--- src/rtl/reconfigurable_inverse_filter.sv ---
// Deconvolving receiver for the reconfigurable FIR/IIR filter: rebuilds x[n] from y[n]
// with a single time-shared multiplier stepped through an 8-state sequence per sample.
module reconfigurable_inverse_filter #(
    parameter int WIDTH  = 8,
    parameter int B0     = 3,
    parameter int B0_INV = 171,
    parameter int B1     = 1,
    parameter int B2     = 3,
    parameter int B3     = 4,
    parameter int A1     = 2,
    parameter int A2     = 3
) (
    input  logic             clock,
    input  logic             reset,
    input  logic             control,
    input  logic [WIDTH-1:0] data_in,
    input  logic             in_valid,
    output logic             in_ready,
    output logic [WIDTH-1:0] data_out,
    output logic             out_valid,
    input  logic             out_ready
);

    // An even B0 has no inverse modulo 2^WIDTH, so reconstruction would be impossible.
    if ((B0 % 2) == 0) begin : g_b0_check
        $error("reconfigurable_inverse_filter: B0 must be odd");
    end

    localparam logic [WIDTH-1:0] C_B0_INV = WIDTH'(B0_INV);
    localparam logic [WIDTH-1:0] C_B1     = WIDTH'(B1);
    localparam logic [WIDTH-1:0] C_B2     = WIDTH'(B2);
    localparam logic [WIDTH-1:0] C_B3     = WIDTH'(B3);
    localparam logic [WIDTH-1:0] C_A1     = WIDTH'(A1);
    localparam logic [WIDTH-1:0] C_A2     = WIDTH'(A2);

    typedef enum logic [2:0] {
        S_IDLE,
        S_MAC1,
        S_MAC2,
        S_MAC3,
        S_MAC4,
        S_MAC5,
        S_SCALE,
        S_OUT
    } state_t;

    state_t           r_state;
    state_t           w_state_next;
    logic             r_fir;
    logic [WIDTH-1:0] r_acc;
    logic [WIDTH-1:0] r_y_in;
    logic [WIDTH-1:0] r_x1;
    logic [WIDTH-1:0] r_x2;
    logic [WIDTH-1:0] r_x3;
    logic [WIDTH-1:0] r_y1;
    logic [WIDTH-1:0] r_y2;
    logic [WIDTH-1:0] r_data_out;
    logic             r_out_valid;
    logic [WIDTH-1:0] w_coef;
    logic [WIDTH-1:0] w_opnd;
    logic [WIDTH-1:0] w_prod;

    always_ff @(posedge clock or posedge reset) begin
        if (reset) begin
            r_state <= S_IDLE;
        end else begin
            r_state <= w_state_next;
        end
    end

    always_comb begin
        w_state_next = r_state;
        case (r_state)
            S_IDLE:  if (in_valid) w_state_next = S_MAC1;
            S_MAC1:  w_state_next = S_MAC2;
            S_MAC2:  w_state_next = S_MAC3;
            S_MAC3:  w_state_next = S_MAC4;
            S_MAC4:  w_state_next = S_MAC5;
            S_MAC5:  w_state_next = S_SCALE;
            S_SCALE: w_state_next = S_OUT;
            S_OUT:   if (out_ready) w_state_next = S_IDLE;
            default: w_state_next = S_IDLE;
        endcase
    end

    // Operand select for the shared multiplier; SCALE reuses it for the B0_INV product.
    always_comb begin
        w_coef = '0;
        w_opnd = '0;
        case (r_state)
            S_MAC1: begin
                w_coef = r_fir ? '0 : C_A1;
                w_opnd = r_y1;
            end
            S_MAC2: begin
                w_coef = r_fir ? '0 : C_A2;
                w_opnd = r_y2;
            end
            S_MAC3: begin
                w_coef = C_B1;
                w_opnd = r_x1;
            end
            S_MAC4: begin
                w_coef = C_B2;
                w_opnd = r_x2;
            end
            S_MAC5: begin
                w_coef = r_fir ? C_B3 : '0;
                w_opnd = r_x3;
            end
            S_SCALE: begin
                w_coef = C_B0_INV;
                w_opnd = r_acc;
            end
            default: ;
        endcase
    end

    assign w_prod = w_coef * w_opnd;

    always_ff @(posedge clock or posedge reset) begin
        if (reset) begin
            r_fir       <= 1'b0;
            r_acc       <= '0;
            r_y_in      <= '0;
            r_x1        <= '0;
            r_x2        <= '0;
            r_x3        <= '0;
            r_y1        <= '0;
            r_y2        <= '0;
            r_data_out  <= '0;
            r_out_valid <= 1'b0;
        end else begin
            case (r_state)
                S_IDLE: begin
                    if (in_valid) begin
                        r_acc  <= data_in;
                        r_y_in <= data_in;
                        r_fir  <= control;
                    end
                end
                S_MAC1: r_acc <= r_acc + w_prod;
                S_MAC2, S_MAC3, S_MAC4, S_MAC5: r_acc <= r_acc - w_prod;
                S_SCALE: begin
                    r_data_out  <= w_prod;
                    r_x3        <= r_x2;
                    r_x2        <= r_x1;
                    r_x1        <= w_prod;
                    r_y2        <= r_y1;
                    r_y1        <= r_y_in;
                    r_out_valid <= 1'b1;
                end
                S_OUT: begin
                    if (out_ready) r_out_valid <= 1'b0;
                end
                default: ;
            endcase
        end
    end

    assign in_ready  = (r_state == S_IDLE);
    assign data_out  = r_data_out;
    assign out_valid = r_out_valid;

endmodule

--- config.mk ---
export PLATFORM = sky130hd
export DESIGN_NAME = reconfigurable_inverse_filter
export DESIGN_NICKNAME = d
export VERILOG_FILES = /design/src/rtl/reconfigurable_inverse_filter.sv
export SDC_FILE = /design/constraint.sdc
export NUM_CORES = 1
export LEC_CHECK = 0
export BUFFER_PORTS_ARGS = -buffer_cell sky130_fd_sc_hd__buf_2
export CAP_MARGIN = 10
export CORE_MARGIN = 2
export CORE_UTILIZATION = 50
export CTS_CLUSTER_SIZE = 30
export DETAILED_ROUTE_END_ITERATION = 10
export GPL_ROUTABILITY_DRIVEN = 0
export PLACE_DENSITY = 0.68
export SYNTH_ARGS = -nofsm -noshare
export SYNTH_HDL_FRONTEND = slang
export SYNTH_SLANG_ARGS = --single-unit
--- constraint.sdc ---
create_clock -name clock -period 8.74 [get_ports clock]
set_clock_uncertainty 0.05 [all_clocks]
set_input_delay 0.437 -clock clock [delete_from_list [all_inputs] [get_ports clock]]
set_output_delay 0.437 -clock clock [all_outputs]
set_load 0.03 [all_outputs]
**Word-level counts from Yosys, hierarchy flattened**

Index checks and enable logic that the tools add are counted.

- Multiplexer cells: 12
- Divide/modulo/power cells: 0
- Bitwise gates (word level): 0
- $lt $le $gt $ge: 0
- $add $sub $neg: 2
- Equal/unequal tests: 9
- Reductions and logical operators: 8
- Shift operators: 0
- Multipliers: 1

Operators by type and width:

| operator | count |
|---|---|
| $pmux 8 s6 | 2 |
| $pmux 3 s8 | 1 |
| $pmux 8 s3 | 1 |
| $eq 3x3->1 const B | 4 |
| $mux 3 | 3 |
| $add 8x8->8 | 1 |
| $mul 8x8->8 | 1 |
| $mux 8 | 1 |
| $reduce_and 2->1 | 4 |
| $sub 8x8->8 | 1 |
| $eq 3x2->1 const B | 2 |
| $mux 2 | 2 |
| $ne 2x2->1 const B | 2 |
| $reduce_or 4->1 | 1 |
| $eq 3x1->1 const B | 1 |
| $logic_not 3->1 | 1 |
| $reduce_bool 3->1 | 1 |
| $pmux 1 s2 | 1 |
| $reduce_bool 2->1 | 1 |
| $mux 1 | 1 |

- Input port bits: 13
- ROM bits: 0
- RAM bits: 0
- Latch bits: 0
- Memories: 0
- Word-level logic and storage cells: 42
- Output and inout bits: 10
- Bits in registers: 61

**Depth between registers and ports, before layout**

Gate-level depths: netlist of the first run.

- Depth in word-level cells: 5
- Depth in mapped cells: 27

**Worst setup path after synthesis of the first run**

OpenSTA, ideal clock, no wires.

- Path type: reg-to-reg
- From: reg r_state[0]
- To: reg r_acc[7]
- Arrival: 5.446 ns
- Slack: 3.133 ns
- Data required time: 8.579 ns
- Buffers on the path: 3
- Cell stages (with the launch flop): 24
- Cells stage by stage: dfrtp_1 -> buf_6 -> clkbuf_8 -> clkbuf_1 -> mux2i_1 -> o21ai_0 -> o21ai_0 -> nor2_1 -> fa_1 -> ha_1 -> inv_1 -> fa_1 -> fa_1 -> nand2_1 -> nor3_2 -> nor2_1 -> xor2_1 -> ha_1 -> o21a_1 -> o21ai_0 -> mux2_2 -> nand3_1 -> xnor3_1 -> a222oi_1

- Word-level cells in the longest chain between the ends: 5
- Elaborated cells on any way between the ends: 17

RTL lines:

| item | line | source |
|---|---|---|
| from (decl) | 47 | `state_t r_state;` |
| from (signal assigned) | 67 | `r_state <= w_state_next;` |
| $eq 3x3->1, or another cell as far along | 90 | `case (r_state)` |
| $pmux 8 s6 | 90 |  |
| $mul 8x8->8 | 119 | `assign w_prod = w_coef * w_opnd;` |
| $sub 8x8->8 / $add 8x8->8 (equally long branches) | 143, 142 |  |
| $pmux 8 s3 | 134 | `case (r_state)` |
| to (signal assigned) | 137 | `r_acc <= data_in;` |
| to (signal assigned) | 142 | `S_MAC1: r_acc <= r_acc + w_prod;` |
| to (signal assigned) | 143 | `S_MAC2, S_MAC3, S_MAC4, S_MAC5: r_acc <= r_acc - w_prod;` |
| to (decl) | 50 | `logic [WIDTH-1:0] r_acc;` |

Several ways; a longest one is shown, not always the timed one.
A chain may end at the register's enable or synchronous reset.

**Worst setup path in the final report of the first run**

- From: reg r_state[1]
- To: reg r_acc[7]

Same word-level chain as after synthesis.

==> results of run 1 <==
## cells in the final DEF (no fill, tap or decap), types with 3 or more instances in the layout
cell type   instances
a211oi_1            3
a21oi_1            14
nand2b_1            4
dfrtp_1            60
nand2_1            27
clkinvlp_4          4
buf_2              22
nor2_1             33
and3_1              4
ha_1               28
nor3_1              4
clkbuf_8           10
inv_1              29
and2_1              3
a221oi_1            5
nand3_1             5
o21a_1              4
fa_1                9
mux2i_1            12
o21ai_0            27
a32oi_1             3
xnor2_1            13
mux2_2             47
nor2b_1             5
xor2_1              9
a21o_1              3
## logic make-up (layout without fill, tap and decap cells)
| logic type | Yosys count | count (layout) |
|---|---|---|
| XOR/XNOR | 24 | 24 |
| multiplexers | 61 | 61 |
| buffers and inverters | 47 | 70 |
| adder cells (fa/ha/maj) | 37 | 37 |
| flip-flops | 60 | 60 |
| AO/OA/AOI/OAI | 70 | 70 |
| AND/OR/NAND/NOR | 93 | 93 |
## layer usage
layer  global-route usage [%]  wire (um)
met1                     31.7       4310
met2                     32.3       3870
met3                     4.41        403
met4                     6.88        126
met5                        0          0
## final cells by class
class	instances	area share (%)
Clock buffer	10	3.13
Clock inverter	6	0.910
Multi-Input combinational cell	285	53.5
Sequential cell	60	34.1
Timing Repair Buffer	24	2.84
Inverter	30	2.56
Tap cell	102	2.90
## final timing paths
path	from	slack, ns	to
max	r_state[1]	2.00	r_acc[7]
min	reset	0.25	r_y_in[0]
max reg2reg	r_state[1]	2.00	r_acc[7]
min reg2reg	out_valid	0.44	out_valid
max in group asynchronous	reset	7.91	r_y_in[3]
min in group clock	control	0.27	r_fir
## flip-flops by register name, indices dropped and copies added, names as in the netlist
register,count
r_x3,7
r_y_in,8
r_y2,8
r_acc,8
r_state,3
r_x2,8
out_valid,1
r_fir,1
data_out,8
r_y1,8
## worst reg2reg max path: cells and delay by family (launching register included)
kind,cells,cell delay (ns)
and+or+nand+nor,7,1.87
DFF,1,0.88
AOI/OAI and AO/OA,3,0.74
buffers and inverters,3,0.18
xor gates and xnor gates,2,0.38
adders and majority gates,6,2.15
muxes,1,0.38
## through the flow
step           setup WS, ns  instance area (um^2)
2_1_floorplan          3.13                  4050
3_3_place_gp           2.36                  4220
3_5_place_dp           2.13                  4220
4_1_cts                2.08                  4400
5_1_grt                1.59                  4400
6_report               2.00                  4400
==> impl_metrics.env, run 1 <==
export IMPL_fin_nets=460
export IMPL_synth_compound_area_share_pct=11.1
export IMPL_max_clock_path_buffers=2
export IMPL_wl_per_cell_um=16.8
export IMPL_setup_tns_final_ns=0
export IMPL_dr_pass1_iters=5
export IMPL_fin_util_pct=56.3
export IMPL_portBuffers=22
export IMPL_fin_crit_sh_pct=77.1
export IMPL_run_status="finished, final reports clean"
export IMPL_cp_common_cell="ha_1"
export IMPL_num_vias=2941
export IMPL_gr_total_overflow=0
export IMPL_grt_pass1_wl_um=14700
export IMPL_die_area_um2=8840
export IMPL_ys_ff_latch=60
export IMPL_vias_per_cell=5.69
export IMPL_synth_xor_area_share_pct=5.86
export IMPL_post_synth_inst_count=392
export IMPL_whs_ns=0.251
export IMPL_grt_use_total_pct=21.7
export IMPL_regArea_um2=1500
export IMPL_hold_violations=0
export IMPL_rows=32
export IMPL_yosysMostFrequentCell="dfrtp_1"
export IMPL_fmax_mhz=148
export IMPL_syn_cell_area_um2=4050
export IMPL_critical_path_max_stage_delay_ns=0.88
export IMPL_ys_flop_type="dfrtp_1"
export IMPL_ctsResizeCount=0
export IMPL_drive_gt1_share_pct=23.1
export IMPL_synth_net_count=442
export IMPL_syn_avg_cell_area_um2=10.3
export IMPL_grt_max_degree=61
export IMPL_muxShareOfSynthArea_pct=17.1
export IMPL_grt_pass1_vias=2924
export IMPL_cpLargestDelayFamily="adder cells"
export IMPL_arrival_ns=6.92
export IMPL_worstSetupStartpointType="flip-flop"
export IMPL_routed_wl_um=8710
export IMPL_antenna_found_initial=0
export IMPL_hold_path_class="in -> async"
export IMPL_synthTopCellsByCount="60 x dfrtp_1, 47 x mux2_2, 33 x nor2_1"
export IMPL_synth_adder_area_share_pct=13.1
export IMPL_rsz0062_at_grt="no"
export IMPL_clkLatencyLatePin_ns=0.34
export IMPL_path_cells="nor2b_4 -> nand2_2 -> nor2_1 -> ha_1 -> ha_1 -> inv_1 -> fa_1 -> inv_1 -> ha_1 -> inv_1 -> fa_1 -> nand2_1 -> nor3_2 -> nor2_1 -> xor2_1 -> ha_1 -> o21a_1 -> o21ai_0 -> mux2_2 -> nand3_1 -> xnor3_1 -> a222oi_1"
export IMPL_crit_type="reg -> reg"
export IMPL_synth_warnings=0
export IMPL_synth_edf_count=0
export IMPL_numCtsBuffers=9
export IMPL_coreArea_um2=7810
export IMPL_clock_sinks=60
export IMPL_fillerInstances=717
export IMPL_setup_viol=0
export IMPL_cts_root_buf="clkbuf_8"
export IMPL_path_max_fanout=46
export IMPL_slowest_stage="dfrtp_1"
export IMPL_cp_depth=22
export IMPL_post_route_drc_count=0
export IMPL_cts_tree="built"
export IMPL_path_buf_inv=3
export IMPL_yosys_top_cells_area="dfrtp_1 37%, mux2_2 13%, ha_1 8.6%"
export IMPL_synth_top_area_share_pct=37.0
export IMPL_synth_top_family_by_area="multiplexers"
export IMPL_multi_input_area_um2=2350
export IMPL_tightest_slew_ns=0.994
export IMPL_async_flop_share_pct=100
export IMPL_synth_distinct_cells=46
export IMPL_area_growth_pct=8.52
export IMPL_initial_utilization_pct=51.9
export IMPL_cts_setup_buffers=0
export IMPL_end_kind="flip-flop"
export IMPL_postCtsHoldBufs=0
export IMPL_die_height_um=94.0
export IMPL_reg2regPathDepth=22
export IMPL_layout_cells_non_filler=517
export IMPL_htreeDepth=3
export IMPL_drt_iter0_markers=212
export IMPL_report_final_slew_viol_count=0
export IMPL_num_antenna_cells=0
export IMPL_dp_cells=501
export IMPL_synth_top_area_cell="dfrtp_1"
export IMPL_dieWidth_um=94.0
export IMPL_critPathRequiredTime_ns=8.92
export IMPL_post_dp_hpwl_um=6480
export IMPL_fin_crit_ns=6.74
export IMPL_path_clk_slew_ns=0.07
export IMPL_relSlewSlack_pct=33.5
export IMPL_drv_cap=0
export IMPL_ys_seq_area_share_pct=37.0
export IMPL_yosys_area_share_simple_pct=10.8
export IMPL_ant_nets=0
export IMPL_ios=23
Power of run 1 is not shown: default switching activity piles up to over one toggle a cycle in this logic, so the estimate is an artifact.
==> inputs of run 2 (changes only) <==
ABC_AREA = 1   (was not set)
clock period = 7.1 ns   (was 8.74 ns; I/O delays follow)
==> run 2 against run 1 <==
Compared with the run above: synthesized area up 2.5%; setup slack worse by 1.3 ns; routed wire length up 13%.
==> impl_metrics.env, run 2 <==
export IMPL_dpl_cell_area_um2=4350
export IMPL_grt_use_total_pct=24.3
export IMPL_rsz0062_at_grt="no"
export IMPL_syn_cell_area_um2=4150
export IMPL_slowest_stage="dfrtp_1"
export IMPL_drt_iter0_markers=215
export IMPL_worstSetupStartpointType="flip-flop"
export IMPL_rows=33
export IMPL_wl_per_cell_um=14.7
export IMPL_fin_ws_ns=0.745
export IMPL_fillerInstances=788
export IMPL_syn_avg_cell_area_um2=7.78
export IMPL_fin_crit_ns=6.36
export IMPL_path_buf_inv=5
export IMPL_report_final_slew_viol_count=0
export IMPL_grt_pass1_vias=3397
export IMPL_ys_seq_area_share_pct=36.7
export IMPL_relSlewSlack_pct=48.5
export IMPL_pre_cts_ws_ns=0.717
export IMPL_layout_common_cells="136 x nand2_1, 80 x inv_1, 61 x dfrtp_1, 52 x o21ai_0, 36 x nor2_1"
export IMPL_final_common_cell="nand2_1"
export IMPL_area_growth_pct=8.64
export IMPL_ant_nets=0
export IMPL_final_area_um2=4510
export IMPL_ios=23
export IMPL_dieWidth_um=95.2
export IMPL_setup_tns_final_ns=0
export IMPL_critPathLaunch="r_state[0]"
export IMPL_num_antenna_cells=0
export IMPL_fmax_mhz=157
export IMPL_arrival_ns=6.54
export IMPL_rr_endpoint="r_acc[7]"
export IMPL_cts_tree="built"
export IMPL_rrSetupSlack_ns=0.74
export IMPL_grt_max_degree=62
export IMPL_path_clk_slew_ns=0.07
export IMPL_clock_sinks=61
export IMPL_initial_utilization_pct=51.1
export IMPL_htreeDepth=3
export IMPL_critPathRequiredTime_ns=7.29
export IMPL_synth_distinct_cells=45
export IMPL_clkLatencyLatePin_ns=0.34
export IMPL_coreArea_um2=8130
export IMPL_tightest_slew_ns=0.753
export IMPL_cpLargestDelayFamily="adder cells"
export IMPL_post_route_drc_count=0
export IMPL_cts_root_buf="clkbuf_8"
export IMPL_async_flop_share_pct=100
export IMPL_cts_setup_buffers=0
export IMPL_fin_util_pct=55.5
export IMPL_fin_crit_sh_pct=89.5
export IMPL_reg2regPathDepth=30
export IMPL_synthTopCellsByCount="136 x nand2_1, 81 x inv_1, 61 x dfrtp_1"
export IMPL_cp_common_cell="nand2_1"
export IMPL_antenna_found_initial=0
export IMPL_synth_xor_area_share_pct=2.95
export IMPL_run_status="finished, final reports clean"
export IMPL_synth_adder_area_share_pct=12.8
export IMPL_muxShareOfSynthArea_pct=0.813
export IMPL_hold_path_class="in -> async"
export IMPL_hold_violations=0
export IMPL_synth_net_count=584
export IMPL_grt_pass1_wl_um=16700
export IMPL_synth_warnings=0
export IMPL_cp_depth=30
export IMPL_num_vias=3482
export IMPL_synth_top_family_by_area="simple AND/OR/NAND/NOR gates"
export IMPL_gr_total_overflow=0
export IMPL_synth_edf_count=0
export IMPL_post_synth_inst_count=534
export IMPL_crit_type="reg -> reg"
export IMPL_critical_path_max_stage_delay_ns=0.66
export IMPL_synth_compound_area_share_pct=13.1
export IMPL_setup_viol=0
export IMPL_path_max_fanout=17
export IMPL_die_area_um2=9050
export IMPL_yosys_top_cells_area="dfrtp_1 37%, nand2_1 12%, ha_1 8.4%"
export IMPL_portBuffers=22
export IMPL_synth_top_area_cell="dfrtp_1"
export IMPL_ys_ff_latch=61
export IMPL_yosysMostFrequentCell="nand2_1"
export IMPL_reg2reg_from="r_state[0]"
export IMPL_post_dp_hpwl_um=7660
export IMPL_max_clock_path_buffers=2
export IMPL_routed_wl_um=9800
export IMPL_synth_top_area_share_pct=36.7
export IMPL_ys_flop_type="dfrtp_1"
export IMPL_vias_per_cell=5.22
export IMPL_dr_pass1_iters=5
export IMPL_drive_gt1_share_pct=14.2
export IMPL_end_kind="flip-flop"
export IMPL_drv_cap=0
export IMPL_fin_nets=608
export IMPL_crit_end="r_acc[7]"
export IMPL_numCtsBuffers=9
export IMPL_die_height_um=95.2
export IMPL_yosys_area_share_simple_pct=23.6
[run 2: cell families (layout without fill, tap and decap cells)]
logic type	Yosys count	after routing
buffers and inverters	104	132
DFF	61	61
muxes	3	3
AOI/OAI and AO/OA	92	92
xor gates and xnor gates	14	14
adders and majority gates	37	37
and+or+nand+nor	223	223
[run 2: timing repair]
item	CTS	global route
setup endpoints to repair	0	1
hold buffers	0	0
gates resized for setup	0	1
hold endpoints to repair	0	0
[run 2: through the flow]
| stage | hold WS (ns) | cells |
|---|---|---|
| finish | 0.181 | 667 |
| global route | 0.226 | 667 |
| CTS | 0.200 | 667 |
| floorplan | 0.388 | 534 |
| global placement | 0.411 | 652 |
| detailed placement | 0.414 | 652 |
[run 2: final cells by class]
| cell class | count | area (um^2) | area share [%] |
|---|---|---|---|
| multi-input cells | 369 | 2210 | 49.0 |
| flip-flops and latches | 61 | 1530 | 33.8 |
| inverters | 91 | 343 | 7.60 |
| clock buffers | 13 | 149 | 3.30 |
| repair buffers | 26 | 140 | 3.11 |
| well taps | 105 | 131 | 2.91 |
| clock inverters | 2 | 10.0 | 0.222 |
[run 2: how the worst min path moves through the flow]
stage | endpoint | slack (ns)
2_1_floorplan | r_x3[3] | 0.39
3_3_place_gp | r_y2[5] | 0.41
3_5_place_dp | r_y2[0] | 0.41
4_1_cts | r_y_in[2] | 0.20
5_1_grt | r_y_in[5] | 0.23
6_report | r_y_in[2] | 0.18
[run 2: per-layer routing]
metal | vias up | wire (um) | global-route usage [%]
met3 | 20 | 481 | 4.43
met1 | 1619 | 4550 | 33.1
met5 | - | 0 | 0
met2 | 95 | 4610 | 38.9
met4 | 0 | 163 | 8.82
li1 | 1748 | - | -
[run 2: worst reg2reg max path, delay by kind of cell, from the launching register on]
family                     cells  cell delay [ns]
and+or+nand+nor               13             1.13
xor gates and xnor gates       2             0.40
buffers and inverters          5             0.43
adders and majority gates      6             2.26
AOI/OAI and AO/OA              4             1.31
DFF                            1             0.66
Power of run 2 is left out for the same reason.
==> inputs of run 3 (changes only) <==
CELL_PAD_IN_SITES_DETAIL_PLACEMENT = 0   (was not set)
CELL_PAD_IN_SITES_GLOBAL_PLACEMENT = 1   (was not set)
CORE_UTILIZATION = 46   (was 50)
PLACE_DENSITY = 0.81   (was 0.68)
==> run 3 against run 2 <==
Compared with the run above: setup slack worse by 0.25 ns; core utilization down 3.1 points; critical path depth up 1; largest cell class unchanged; global-route usage down 1.9 points; first-iteration DRC count down 0.47%; sequential cell count unchanged; count of clock-buffer cells in the layout down 4; maximum frequency down 3.8%; register-to-register slack worse by 0.25 ns; die area up 8.3%; non-clock buffer count down 1.
==> impl_metrics.env, run 3 (synthesis results as in run 2) <==
export IMPL_ios=23
export IMPL_regArea_um2=1530
export IMPL_path_buf_inv=6
export IMPL_cts_tree="built"
export IMPL_area_growth_pct=10.1
export IMPL_rows=34
export IMPL_relSlewSlack_pct=45.2
export IMPL_htreeDepth=3
export IMPL_wirelength_met1_um=4900
export IMPL_dpl_cell_area_um2=4350
export IMPL_grt_max_degree=62
export IMPL_max_clock_path_buffers=2
export IMPL_drv_cap=0
export IMPL_final_common_cell="nand2_1"
export IMPL_fmax_mhz=151
export IMPL_portBuffers=22
export IMPL_die_height_um=99.0
export IMPL_wl_per_cell_um=15.3
export IMPL_rsz0062_at_grt="no"
export IMPL_route_met2_wl_um=4920
export IMPL_hold_path_class="in -> async"
export IMPL_routed_wl_um=10200
export IMPL_crit_type="reg -> reg"
export IMPL_arrival_ns=6.80
export IMPL_ctsResizeCount=0
export IMPL_multi_input_area_um2=2210
export IMPL_post_route_drc_count=0
export IMPL_cts_setup_buffers=0
export IMPL_end_kind="flip-flop"
export IMPL_setup_viol=0
export IMPL_grt_use_total_pct=22.4
export IMPL_dr_pass1_iters=4
export IMPL_reg2regPathDepth=31
export IMPL_die_area_um2=9810
export IMPL_path_clk_slew_ns=0.07
export IMPL_antenna_found_initial=0
export IMPL_reg2reg_from="r_state[0]"
export IMPL_num_vias=3472
export IMPL_path_max_fanout=37
export IMPL_drive_gt1_share_pct=14.8
export IMPL_top_layer="met4"
export IMPL_drt_iter0_markers=214
export IMPL_cpLargestDelayFamily="adder cells"
export IMPL_layout_cells_non_filler=670
export IMPL_rrSetupSlack_ns=0.49
export IMPL_slowest_stage="dfrtp_1"
export IMPL_layout_common_cells="136 x nand2_1, 80 x inv_1, 61 x dfrtp_1, 52 x o21ai_0, 36 x nor2_1"
export IMPL_cts_root_buf="clkbuf_8"
export IMPL_tightest_slew_ns=0.801
export IMPL_setup_tns_final_ns=0
export IMPL_postCtsHoldBufs=0
export IMPL_fillerInstances=851
export IMPL_fin_crit_sh_pct=93.0
export IMPL_rr_endpoint="r_acc[7]"
export IMPL_dr_wl_met3_um=344
export IMPL_fin_crit_ns=6.61
export IMPL_dp_cells=654
export IMPL_run_status="finished, final reports clean"
export IMPL_ant_nets=0
export IMPL_initial_utilization_pct=47.6
export IMPL_gr_total_overflow=0
export IMPL_clkLatencyLatePin_ns=0.35
export IMPL_critPathRequiredTime_ns=7.29
export IMPL_final_area_um2=4570
export IMPL_numCtsBuffers=9
export IMPL_worstSetupStartpointType="flip-flop"
export IMPL_post_dp_hpwl_um=7930
export IMPL_coreArea_um2=8720
export IMPL_num_antenna_cells=0
export IMPL_vias_per_cell=5.18
export IMPL_grt_pass1_wl_um=17000
export IMPL_dieWidth_um=99.0
export IMPL_fin_nets=607
export IMPL_cp_common_cell="nand2_1"
export IMPL_hold_violations=0
export IMPL_grt_pass1_vias=3345
export IMPL_critical_path_max_stage_delay_ns=0.67
export IMPL_report_final_slew_viol_count=0
export IMPL_clock_sinks=61
run 3: tightest hold or removal path: stages:
cell,delay [ns]
buf_2,0.10
inv_2,0.03
buf_4,0.59
run 3: metal layers:
layer	GRT usage (%)	up-vias
met4	4.43	0
met3	5.53	7
met2	36.5	64
met5	0	-
met1	30.5	1656
li1	-	1745
run 3: worst max path at each step:
stage               slack, ns  endpoint        from  cells past startpoint
floorplan                1.68  r_acc[7]  r_state[0]                     28
global placement         0.65  r_acc[7]  r_state[0]                     29
detailed placement       0.59  r_acc[7]  r_state[0]                     31
CTS                      0.55  r_acc[7]  r_state[0]                     29
global route              0.1  r_acc[7]  r_state[0]                     32
finish                   0.49  r_acc[7]  r_state[0]                     31
run 3: area by class of cell:
| type | instances | area share, % |
|---|---|---|
| clock inverter | 7 | 2.16 |
| multi-input combinational | 369 | 48.4 |
| timing repair buffer | 25 | 2.90 |
| clock buffer | 9 | 2.71 |
| tap | 108 | 2.96 |
| sequential | 61 | 33.4 |
| inverter | 91 | 7.50 |
run 3: stage by stage:
step                setup slack, ns  hold WS [ns]  utilization (%)
floorplan                      1.68         0.388                -
global placement              0.654         0.406             49.9
detailed placement            0.586         0.407             49.9
CTS                           0.545         0.199             52.4
global route                 0.0984         0.201             52.4
finish                        0.495         0.168             52.4
Power of run 3 is left out for the same reason.
